===== src/rtl/c2h_desc_ring_gen.sv =====
// c2h_desc_ring_gen
// Feeds the XDMA C2H engine in descriptor-bypass mode from a fixed host ring.
// One descriptor (one ring slot) is issued per upstream packet. The packet is
// then passed straight through to S_AXIS_C2H. The host hands consumed slots
// back as credits, so no more than RING_SLOTS slots are ever in flight.
//
// Optional feature: define C2H_DESC_STATS_EN to add the stat_pkts and
// stat_stall_cycles counters. Without it those ports do not exist.
//
// Handshake semantics: a transfer on any valid/ready pair happens in a cycle
// where both are high at the rising clock edge. A source holds valid and its
// payload stable until that transfer happens. For the descriptor port,
// dsc_byp_load is the "valid", and it is raised only in cycles where XDMA
// already shows dsc_byp_ready. Every load pulse is therefore an accepted
// descriptor.
module c2h_desc_ring_gen #(
    parameter logic [63:0] RING_BASE  = 64'h1_0000_0000,
    parameter int          RING_SLOTS = 16,
    parameter logic [27:0] SLOT_BYTES = 28'h1000,
    parameter int          DATA_WIDTH = 256
) (
    input  logic                      clk,
    input  logic                      sys_rst,
    // upstream C2H stream
    input  logic                      s_tvalid,
    output logic                      s_tready,
    input  logic [DATA_WIDTH-1:0]     s_tdata,
    input  logic [DATA_WIDTH/8-1:0]   s_tkeep,
    input  logic                      s_tlast,
    // stream to XDMA S_AXIS_C2H
    output logic                      m_tvalid,
    input  logic                      m_tready,
    output logic [DATA_WIDTH-1:0]     m_tdata,
    output logic [DATA_WIDTH/8-1:0]   m_tkeep,
    output logic                      m_tlast,
    // XDMA C2H descriptor bypass
    output logic [63:0]               dsc_byp_dst_addr,
    output logic [63:0]               dsc_byp_src_addr,
    output logic [27:0]               dsc_byp_len,
    output logic [15:0]               dsc_byp_ctl,
    input  logic                      dsc_byp_ready,
    output logic                      dsc_byp_load,
    // host credit return and link status
    input  logic                      credit_valid,
    input  logic [7:0]                credit_cnt,
    input  logic                      link_up,
    output logic [8:0]                outstanding,
    // FSM state for debug and checkers: 0 IDLE, 1 LOAD, 2 STREAM
    output logic [1:0]                o_dbg_state
`ifdef C2H_DESC_STATS_EN
    ,
    output logic [31:0]               stat_pkts,
    output logic [31:0]               stat_stall_cycles
`endif
);

    localparam int          SLOT_W        = (RING_SLOTS > 1) ? $clog2(RING_SLOTS) : 1;
    localparam logic [SLOT_W-1:0] SLOT_LAST = SLOT_W'(RING_SLOTS - 1);
    localparam logic [8:0]  SLOTS_9       = 9'(RING_SLOTS);
    localparam logic [63:0] SLOT_BYTES_64 = {36'd0, SLOT_BYTES};

    typedef enum logic [1:0] {
        ST_IDLE   = 2'd0,
        ST_LOAD   = 2'd1,
        ST_STREAM = 2'd2
    } state_t;

    state_t              r_state;
    logic [SLOT_W-1:0]   r_wr_slot;
    logic [8:0]          r_outstanding;

    logic                w_in_stream;
    logic                w_accept;
    logic                w_pkt_end;
    logic                w_room;
    logic [SLOT_W-1:0]   w_slot_next;
    logic [63:0]         w_slot_64;
    logic [8:0]          w_out_inc;
    logic [8:0]          w_out_next;

    assign w_in_stream = (r_state == ST_STREAM);
    // The descriptor is taken in the first LOAD cycle where XDMA is ready and
    // the link is still up. If the link drops first, no load is issued.
    assign w_accept    = (r_state == ST_LOAD) && link_up && dsc_byp_ready;
    assign w_pkt_end   = w_in_stream && s_tvalid && m_tready && s_tlast;
    assign w_room      = (r_outstanding < SLOTS_9);
    assign w_slot_next = (r_wr_slot == SLOT_LAST) ? '0 : r_wr_slot + SLOT_W'(1);

    // The slot address comes from the slot index alone. It cannot change
    // while a descriptor is being offered.
    assign w_slot_64        = {{(64-SLOT_W){1'b0}}, r_wr_slot};
    assign dsc_byp_dst_addr = RING_BASE + w_slot_64 * SLOT_BYTES_64;
    assign dsc_byp_src_addr = 64'd0;
    assign dsc_byp_len      = SLOT_BYTES;
    assign dsc_byp_ctl      = 16'd0;
    // The load pulse must follow dsc_byp_ready in the same cycle, so it is
    // combinational rather than registered.
    assign dsc_byp_load     = w_accept;

    // Packets are passed through with zero latency. Outside STREAM the
    // upstream sees ready low, so it holds its beat until a slot is granted.
    // No beat is lost.
    assign m_tvalid = w_in_stream && s_tvalid;
    assign s_tready = w_in_stream && m_tready;
    assign m_tdata  = s_tdata;
    assign m_tkeep  = s_tkeep;
    assign m_tlast  = s_tlast;

    assign outstanding = r_outstanding;
    assign o_dbg_state = r_state;

    // Net in-flight slot count: add one for an acceptance, then take off the
    // returned credits. The result saturates at zero.
    always_comb begin
        w_out_inc  = r_outstanding + {8'd0, w_accept};
        w_out_next = w_out_inc;
        if (credit_valid) begin
            if (w_out_inc > {1'b0, credit_cnt}) begin
                w_out_next = w_out_inc - {1'b0, credit_cnt};
            end else begin
                w_out_next = '0;
            end
        end
    end

    // Control FSM: wait for a packet and a free slot, issue its descriptor,
    // then stream the packet through until tlast.
    always_ff @(posedge clk) begin
        if (sys_rst) begin
            r_state       <= ST_IDLE;
            r_wr_slot     <= '0;
            r_outstanding <= '0;
        end else begin
            r_outstanding <= w_out_next;
            case (r_state)
                ST_IDLE: begin
                    if (s_tvalid && link_up && w_room) begin
                        r_state <= ST_LOAD;
                    end
                end
                ST_LOAD: begin
                    if (!link_up) begin
                        r_state <= ST_IDLE;
                    end else if (dsc_byp_ready) begin
                        r_state   <= ST_STREAM;
                        r_wr_slot <= w_slot_next;
                    end
                end
                ST_STREAM: begin
                    // Link loss does not cut a packet short. The packet runs
                    // to its tlast.
                    if (w_pkt_end) begin
                        r_state <= ST_IDLE;
                    end
                end
                default: r_state <= ST_IDLE;
            endcase
        end
    end

`ifdef C2H_DESC_STATS_EN
    logic [31:0] r_stat_pkts;
    logic [31:0] r_stat_stall;

    // Count completed packets, and count cycles where a packet waits because
    // the ring is full. Both counters wrap.
    always_ff @(posedge clk) begin
        if (sys_rst) begin
            r_stat_pkts  <= '0;
            r_stat_stall <= '0;
        end else begin
            if (w_pkt_end) begin
                r_stat_pkts <= r_stat_pkts + 32'd1;
            end
            if ((r_state == ST_IDLE) && s_tvalid && (r_outstanding == SLOTS_9)) begin
                r_stat_stall <= r_stat_stall + 32'd1;
            end
        end
    end

    assign stat_pkts         = r_stat_pkts;
    assign stat_stall_cycles = r_stat_stall;
`endif

endmodule


===== config.mk =====
export PLATFORM = sky130hd
export DESIGN_NAME = c2h_desc_ring_gen
export DESIGN_NICKNAME = d
export VERILOG_FILES = /design/src/rtl/c2h_desc_ring_gen.sv
export SDC_FILE = /design/constraint.sdc
export NUM_CORES = 1
export LEC_CHECK = 0
export CORE_AREA = 2 2 299 301
export CTS_BUF_LIST = sky130_fd_sc_hd__clkbuf_4
export CTS_CLUSTER_SIZE = 10
export DETAILED_ROUTE_END_ITERATION = 8
export DIE_AREA = 0 0 301 303
export MAX_ROUTING_LAYER = met4
export PLACE_DENSITY_LB_ADDON = 0.3
export SYNTH_ARGS = -nofsm -noshare
export SYNTH_HDL_FRONTEND = slang
export SYNTH_SLANG_ARGS = --single-unit
export TNS_END_PERCENT = 5

===== constraint.sdc =====
create_clock -name clk -period 3.61 [get_ports clk]
set_clock_uncertainty 0.2 [all_clocks]
set_input_delay 0.361 -clock clk [delete_from_list [all_inputs] [get_ports clk]]
set_output_delay 0.361 -clock clk [all_outputs]
set_load 0.02 [all_outputs]

==> results by group, run 1 <==
Status
  – Status: complete, no violations

Final layout
  – Area grow syn2layout: -17.36%
  – Share of cells above drive strength 1: a little under an eighth
  – Layout net count: 690
  – Final Instance Area: between 3000 and 4000 um^2
  – Filler cells: 10.50k
  – Area taken by multi-input logic gates: about 1500 um^2
  – Seq. cell area: roughly 300 um^2

Worst setup path
  – CP max FO: 8
  – Highest cell delay on the worst timing path: ~0.49 ns
  – Crit path capture type: flip-flop
  – R2r setup slk: a little over 0.5 ns
  – Cell count along the critical path: 16
  – Crit path arrival time: roughly 3.3 ns
  – CP Buf/Inv Count: 2
  – CP max stage cell: clkdlybuf4s50_1
  – CP required: around 3.6 ns
  – Worst-path cell chain: clkdlybuf4s50_1, nor2b_2, nand3_1, inv_2, ha_2, ha_2, nand3_2, nor2_1, xor2_1, ha_1, a21o_2, a21oi_2, o211a_1, o21ai_4, nand3b_1, a21oi_1
  – Most used cell, CP: ha_2
  – Worst flop-to-flop path endpoint: outstanding[0]$_SDFF_PP0_
  – CP top delay family: compound AO/OA/AOI/OAI gates
  – Crit path kind: in2reg
  – CP startpoint kind: input port
  – Worst R2R Start: o_dbg_state[1]$_SDFFE_PP0P_
  – R2R depth: 15

Synth
  – Number of synthesized flops with an enable pin: 0
  – Cell Area, Synth: between 4000 and 5000 um^2
  – Cell accounting for the most synthesized area: buf_4
  – Async SR Flop Fraction: 0%
  – Register bit total from synthesis: 15
  – Synth cell types: 45
  – Top post-synthesis cells by area: buf_4 (74%), dfxtp_1 (6.5%), ha_1 (3.0%), a21oi_1 (1.4%), nand2_1 (1.4%)
  – Area fraction of the dominant cell type after synthesis: 73.79%
  – Yosys warning count: 0
  – Main synth FF type: dfxtp_1
  – Synthesized area per cell: roughly 7.7 um^2
  – Gate Count Post-Synth: about 610
  – Sequential area share after synthesis: between 6 and 7%

Worst hold path
  – Hold WC Path Type: reg2reg
  – Hold endpoint: r_wr_slot[1]$_SDFFE_PP0P_
  – Beginning of the worst hold path: r_wr_slot[1]$_SDFFE_PP0P_
  – Hold Crit Depth: 2

Timing
  – RSZ-0062 raised after global routing: false
  – Post-route minimum period: between 3 and 4 ns
  – Final setup TNS: 0 ns
  – Count of endpoints failing setup in the final report: 0
  – Slew HR: between 50% and 60%
  – Least-Margin Pin Slew: 0.7272 ns
  – Final Max Tran Viols: 0
  – Final Cycle Share: between 90 and 100%
  – Final Hold Viols: 0
  – Max Freq: between 200 and 300 MHz

Global routing
  – Vias in the first global route: 2,036
  – Largest net degree at the start of global routing: 17
  – First-pass GRT wire length: about 25,000 um
  – Initial antenna violation count: 8
  – GR Overflow Total: 0
  – GRT Total Usage: roughly 4.5%

Route
  – Post-Route WL: 22,120 um
  – First-pass DRT Iterations: 4
  – Final antenna-violating net count: 0
  – Drt via density: ~1.4
  – Vias after detailed routing: 2,217
  – WL/cell: about 14 um
  – DRT iter0 DRCs: 53
  – Drc violations: 0

Place
  – Dpl hpwl: slightly above 20,000 um
  – Final GP Congestion: between 0.6 and 0.7
  – I/O Buffers: 34
  – Area after DPL: ~3800 um^2

Power
  – Power, Total: about 580 uW
  – Pleak: ~1.3 nW
  – Pwr/cell area: approximately 150 nW/um^2
  – Worst vdd ir: just over 0.09 mV

Floorplanning
  – # rows: between 100 and 150
  – Initial Utilization: 5.286%
  – Die X: 301 um
  – I/O pin cnt: between 700 and 800
  – Die Y: just over 300 um
  – Core area: 87,970 um^2
  – Die area: 91,200 um^2

Clock network
  – CTS tree: yes
  – Worst-path clk slew: 0.11 ns
  – Hold buffers post-CTS: 0
  – CTS sink count: 15
  – CTS Buf Count: 3
  – CTS root buffer: clkbuf_4
  – Number of H-tree levels: 1
  – Clk buf depth: 2
  – Worst-Skew Late Latency: around 0.29 ns

Run
  – Maxcap violations: 0
-- flip-flops by register name (all words and copies together), names as in the netlist --
register and cells:
outstanding 9, o_dbg_state 2, r_wr_slot 4
-- where the power goes --
part           internal, mW  total [mW]  switching (mW)  leakage, nW
clock                0.0412       0.103          0.0623       0.0177
sequential            0.170       0.178         0.00772        0.121
combinational        0.0698       0.297           0.227         1.16
total                 0.281       0.578           0.297         1.30
-- layout by cell type, fill, tap and decap left out, types with 2 or more instances in the layout --
| cell | netlist | final |
|---|---|---|
| a21o_1 | 2 | 2 |
| a21oi_1 | 13 | 12 |
| a21oi_2 | 2 | 3 |
| a32o_1 | 2 | 2 |
| and2_1 | 3 | 3 |
| buf_4 | 457 | 22 |
| clkbuf_4 | 0 | 3 |
| clkdlybuf4s50_1 | 0 | 34 |
| conb_1 | 2 | 168 |
| dfxtp_1 | 15 | 15 |
| diode_2 | 0 | 3 |
| ha_1 | 11 | 9 |
| ha_2 | 0 | 2 |
| inv_1 | 11 | 11 |
| nand2_1 | 17 | 17 |
| nand2b_1 | 2 | 2 |
| nand3_1 | 9 | 9 |
| nand3b_1 | 2 | 2 |
| nor2_1 | 10 | 10 |
| nor2b_1 | 4 | 3 |
| nor3_1 | 2 | 2 |
| o21ai_0 | 4 | 4 |
| or3_1 | 2 | 2 |
| xnor2_1 | 6 | 6 |
| xor2_1 | 6 | 6 |
-- layer usage --
layer | global-route usage, % | up-vias | share of wire, % | wire length [um]
met5 | - | - | 0 | 0
met4 | 3.459 | 0 | 8.5 | 1874
met3 | 6.001 | 162 | 31 | 6757
met2 | 6.229 | 402 | 40 | 8859
met1 | 2.694 | 847 | 21 | 4627
li1 | - | 806 | - | -
-- final cells by class --
type | instances | area share [%]
Sequential cell | 15 | 7.815
Clock inverter | 1 | 0.1303
Clock buffer | 3 | 0.5861
Inverter | 13 | 1.335
Multi-Input combinational cell | 285 | 38.85
Antenna cell | 3 | 0.1954
Tap cell | 1165 | 37.94
Timing Repair Buffer | 56 | 13.16
-- how the worst max path moves through the flow --
stage / from / to / slack (ns)
after CTS: link_up / outstanding[8]$_SDFF_PP0_ / 0.11
after global placement: link_up / outstanding[8]$_SDFF_PP0_ / -0.19
after global routing: link_up / outstanding[8]$_SDFF_PP0_ / 0.003
after floorplan: o_dbg_state[0]$_SDFFE_PP0P_ / outstanding[6]$_SDFF_PP0_ / 0.37
final: link_up / outstanding[0]$_SDFF_PP0_ / 0.24
after detailed placement: link_up / outstanding[8]$_SDFF_PP0_ / -0.18
-- through the flow --
| stage | setup WS [ns] | hold slack [ns] | cells | util, % |
|---|---|---|---|---|
| detailed placement | -0.1843 | 0.3087 | 1533 | 4.297 |
| global placement | -0.1878 | 0.3136 | 1533 | 4.297 |
| CTS | 0.1131 | 0.3232 | 1537 | 4.328 |
| floorplan | 0.3704 | 0.2301 | 772 | - |
| global route | 0.002871 | 0.3634 | 1541 | 4.368 |
| finish | 0.2426 | 0.3169 | 1541 | 4.368 |
-- Yosys cell counts (3+ instances only) --
| master | number |
|---|---|
| nor2b_1 | 4 |
| inv_1 | 11 |
| o21ai_0 | 4 |
| nor2_1 | 10 |
| and2_1 | 3 |
| nand2_1 | 17 |
| dfxtp_1 | 15 |
| ha_1 | 11 |
| xor2_1 | 6 |
| nand3_1 | 9 |
| xnor2_1 | 6 |
| buf_4 | 457 |
| a21oi_1 | 13 |
-- cell families after synthesis --
| kind of cell | count (synthesis) | share of synthesized area (%) |
|---|---|---|
| buf+inv | 472 | 75.27 |
| simple gates | 58 | 6.620 |
| compound gates | 35 | 5.840 |
| flops | 15 | 6.459 |
| xor+xnor | 12 | 2.260 |
| fa+ha+maj | 12 | 3.391 |
| other cells | 2 | 0.1615 |
-- worst register-to-register path, delay by kind of cell (launching register included) --
family	cells	cell delay, ns
adders and majority gates	3	0.69
AOI/OAI and AO/OA	5	0.78
xor gates and xnor gates	1	0.23
buffers and inverters	1	0.09
and+or+nand+nor	5	0.65
DFF	1	0.34
-- timing repair --
action | CTS | global route
setup buffers | 0 | 1
setup endpoints to repair | 0 | 9
hold endpoints to repair | 0 | 0
resized for setup | 0 | 5
Power figures use the tool's default switching activity.
==> run 2: changes to the inputs <==
Settings changed: ABC_CLOCK_PERIOD_IN_PS set to 3610.
==> results of run 2 <==
No change in the layout: final DEF, timing and power equal those of run 1.
==> run 3: changes to the inputs <==
Settings changed: ABC_CLOCK_PERIOD_IN_PS 3610 to 3400.
Clock period 3.61 ns to 3.4 ns, I/O delays scaled along.
==> results by group, run 3 (synthesis results as in run 1) <==
Floorplanning
  – Core area: 87,970 um^2 (unchanged)
  – Die Y: 303 um (unchanged)
  – Die X: 301 um (unchanged)
  – # rows: 109 (unchanged)
  – I/O pin cnt: 779 (unchanged)
  – Die area: 91,200 um^2 (unchanged)
  – Initial Utilization: 5.286% (unchanged)

Global routing
  – GRT met3 Usage: 6.008% (was 6.001%)
  – GR Overflow Total: 0 (unchanged)
  – Met2 Usage GRT: 6.119% (was 6.229%)
  – Initial antenna violation count: 8 (unchanged)
  – GRT Total Usage: 4.501% (was 4.531%)
  – Largest net degree at the start of global routing: 17 (unchanged)
  – Gr busiest metal: met2 (unchanged)
  – First-pass GRT wire length: 24,800 um (was 24,970 um)
  – Vias in the first global route: 2,004 (was 2,036)
  – Met1 Use GR: 2.668% (was 2.694%)

Power
  – Power, Total: 628.1 uW (was 578.4 uW)
  – Worst vdd ir: 0.07707 mV (was 0.09104 mV)
  – Pwr/cell area: 159.6 nW/um^2 (was 150.5 nW/um^2)
  – Pleak: 1.305 nW (was 1.300 nW)

Timing
  – RSZ-0062 raised after global routing: false (unchanged)
  – Final hold slack: 0.3153 ns (was 0.3169 ns)
  – Least-Margin Pin Slew: 0.7081 ns (was 0.7272 ns)
  – Final Hold Viols: 0 (unchanged)
  – Final Max Tran Viols: 0 (unchanged)
  – Slew HR: 52.65% (was 51.37%)
  – Max Freq: 313.3 MHz
  – Post-route minimum period: 3.191 ns
  – Final Cycle Share: between 90 and 100%
  – Count of endpoints failing setup in the final report: 0 (unchanged)

Final layout
  – Layout net count: 689 (was 690)
  – Seq. cell area: 300.3 um^2 (unchanged)
  – Share of cells above drive strength 1: 13.71% (was 11.80%)
  – Max FFs per register: 9 (unchanged)
  – Area grow syn2layout: -15.37% (was -17.36%)
  – Area taken by multi-input logic gates: 1588 um^2 (was 1493 um^2)
  – Commonest cells after routing, fill and taps aside: conb_1 (168), clkdlybuf4s50_1 (34), buf_4 (21), nand2_1 (17), dfxtp_1 (15) (was conb_1 (168), clkdlybuf4s50_1 (34), buf_4 (22), nand2_1 (17), dfxtp_1 (15))
  – Filler cells: 10.49k (was 10.50k)
  – Commonest non-fill, non-tap cell in the layout: conb_1 (unchanged)

Worst setup path
  – CP startpoint kind: input port (unchanged)
  – Crit path arrival time: 3.18 ns (was 3.33 ns)
  – Worst setup path startpoint: link_up (unchanged)
  – CP required: 3.39 ns (was 3.57 ns)
  – CP max FO: 3 (was 8)
  – Crit path capture type: flip-flop (unchanged)
  – Crit path kind: in2reg (unchanged)
  – Worst R2R Start: o_dbg_state[1]$_SDFFE_PP0P_ (unchanged)

Route
  – Drt via density: 1.438 (was 1.439)
  – First-pass DRT Iterations: 4 (unchanged)
  – Drc violations: 0 (unchanged)
  – WL/cell: 14.33 um (was 14.35 um)
  – DRT iter0 DRCs: 42 (was 53)
  – Final antenna-violating net count: 0 (unchanged)
  – Post-Route WL: 22,090 um (was 22,120 um)
  – Vias after detailed routing: 2,216 (was 2,217)

Run
  – Maxcap violations: 0 (unchanged)

Worst hold path
  – Beginning of the worst hold path: r_wr_slot[1]$_SDFFE_PP0P_ (unchanged)
  – Hold WC Path Type: reg2reg (unchanged)

Place
  – I/O Buffers: 34 (unchanged)
  – Final GP Congestion: 0.6965 (was 0.6831)
  – Dpl hpwl: 20,210 um (was 20,240 um)

Status
  – Status: complete, no violations (unchanged)

Clock network
  – Worst-Skew Late Latency: 0.29 ns (about the same)
  – CTS sink count: 15 (unchanged)
  – Clk buf depth: 2 (unchanged)
  – CTS root buffer: clkbuf_4 (unchanged)
  – CTS Buf Count: 3 (unchanged)
  – CTS tree: yes (unchanged)
  – Worst-path clk slew: 0.11 ns (about the same)
  – Number of H-tree levels: 1 (unchanged)
[run 3: changes by cell type in the layout (fill, tap and decap cells not counted), sizes merged]
cell / delta
clkinv: -1
diode: +1
buf: -1
clkbuf: +1
[run 3: critical path, stage by stage]
cell and delay, ns:
clkdlybuf4s50_1 0.50, nor2b_4 0.16, nand3_2 0.10, inv_2 0.09, ha_4 0.15, ha_4 0.14
xor2_1 0.15, buf_4 0.14, ha_1 0.23, nor2b_1 0.17, o31ai_4 0.27, a21oi_2 0.12
o41ai_2 0.33, nor3_1 0.08, a31o_1 0.22
[run 3: cell type report]
| class | instances | area share [%] |
|---|---|---|
| clock buffers | 4 | 0.7631 |
| multi-input cells | 285 | 40.35 |
| repair buffers | 55 | 12.66 |
| well taps | 1165 | 37.04 |
| inverters | 13 | 1.304 |
| flip-flops and latches | 15 | 7.631 |
| diodes | 4 | 0.2544 |
[run 3: final timing paths]
| path | to | slack (ns) | cells past startpoint |
|---|---|---|---|
| setup / recovery | outstanding[8]$_SDFF_PP0_ | 0.21 | 15 |
| hold / removal | r_wr_slot[1]$_SDFFE_PP0P_ | 0.32 | 2 |
| setup reg to reg | outstanding[8]$_SDFF_PP0_ | 0.44 | 14 |
| hold reg to reg | r_wr_slot[1]$_SDFFE_PP0P_ | 0.32 | 2 |
[run 3: timing repair]
action,CTS,global route
buffers inserted,1,1
resized for setup,4,14
setup endpoints to repair,9,9
pin swaps,1,5
hold buffers,0,0
[run 3: metal layers]
metal	vias up	part of all wire, %
li1	804	-
met5	-	0
met3	158	31
met2	398	40
met4	0	8.4
met1	856	21
[run 3: through the flow]
step / cell area, um^2 / util (%) / TNS (ns) / std cells / setup WS (ns)
global placement: 3765 / 4.280 / -3.274 / 1531 / -0.3746
detailed placement: 3765 / 4.280 / -2.928 / 1531 / -0.3406
global route: 3935 / 4.473 / 0 / 1541 / 0.03683
floorplan: 5273 / - / 0 / 772 / 0.1604
finish: 3935 / 4.473 / 0 / 1541 / 0.2086
CTS: 3812 / 4.334 / 0 / 1536 / 0.007543
[run 3: where the power goes]
group,total (mW),internal [mW],switching [mW]
sequential,0.190,0.181,0.00894
combinational,0.319,0.0776,0.242
clock,0.119,0.0536,0.0653
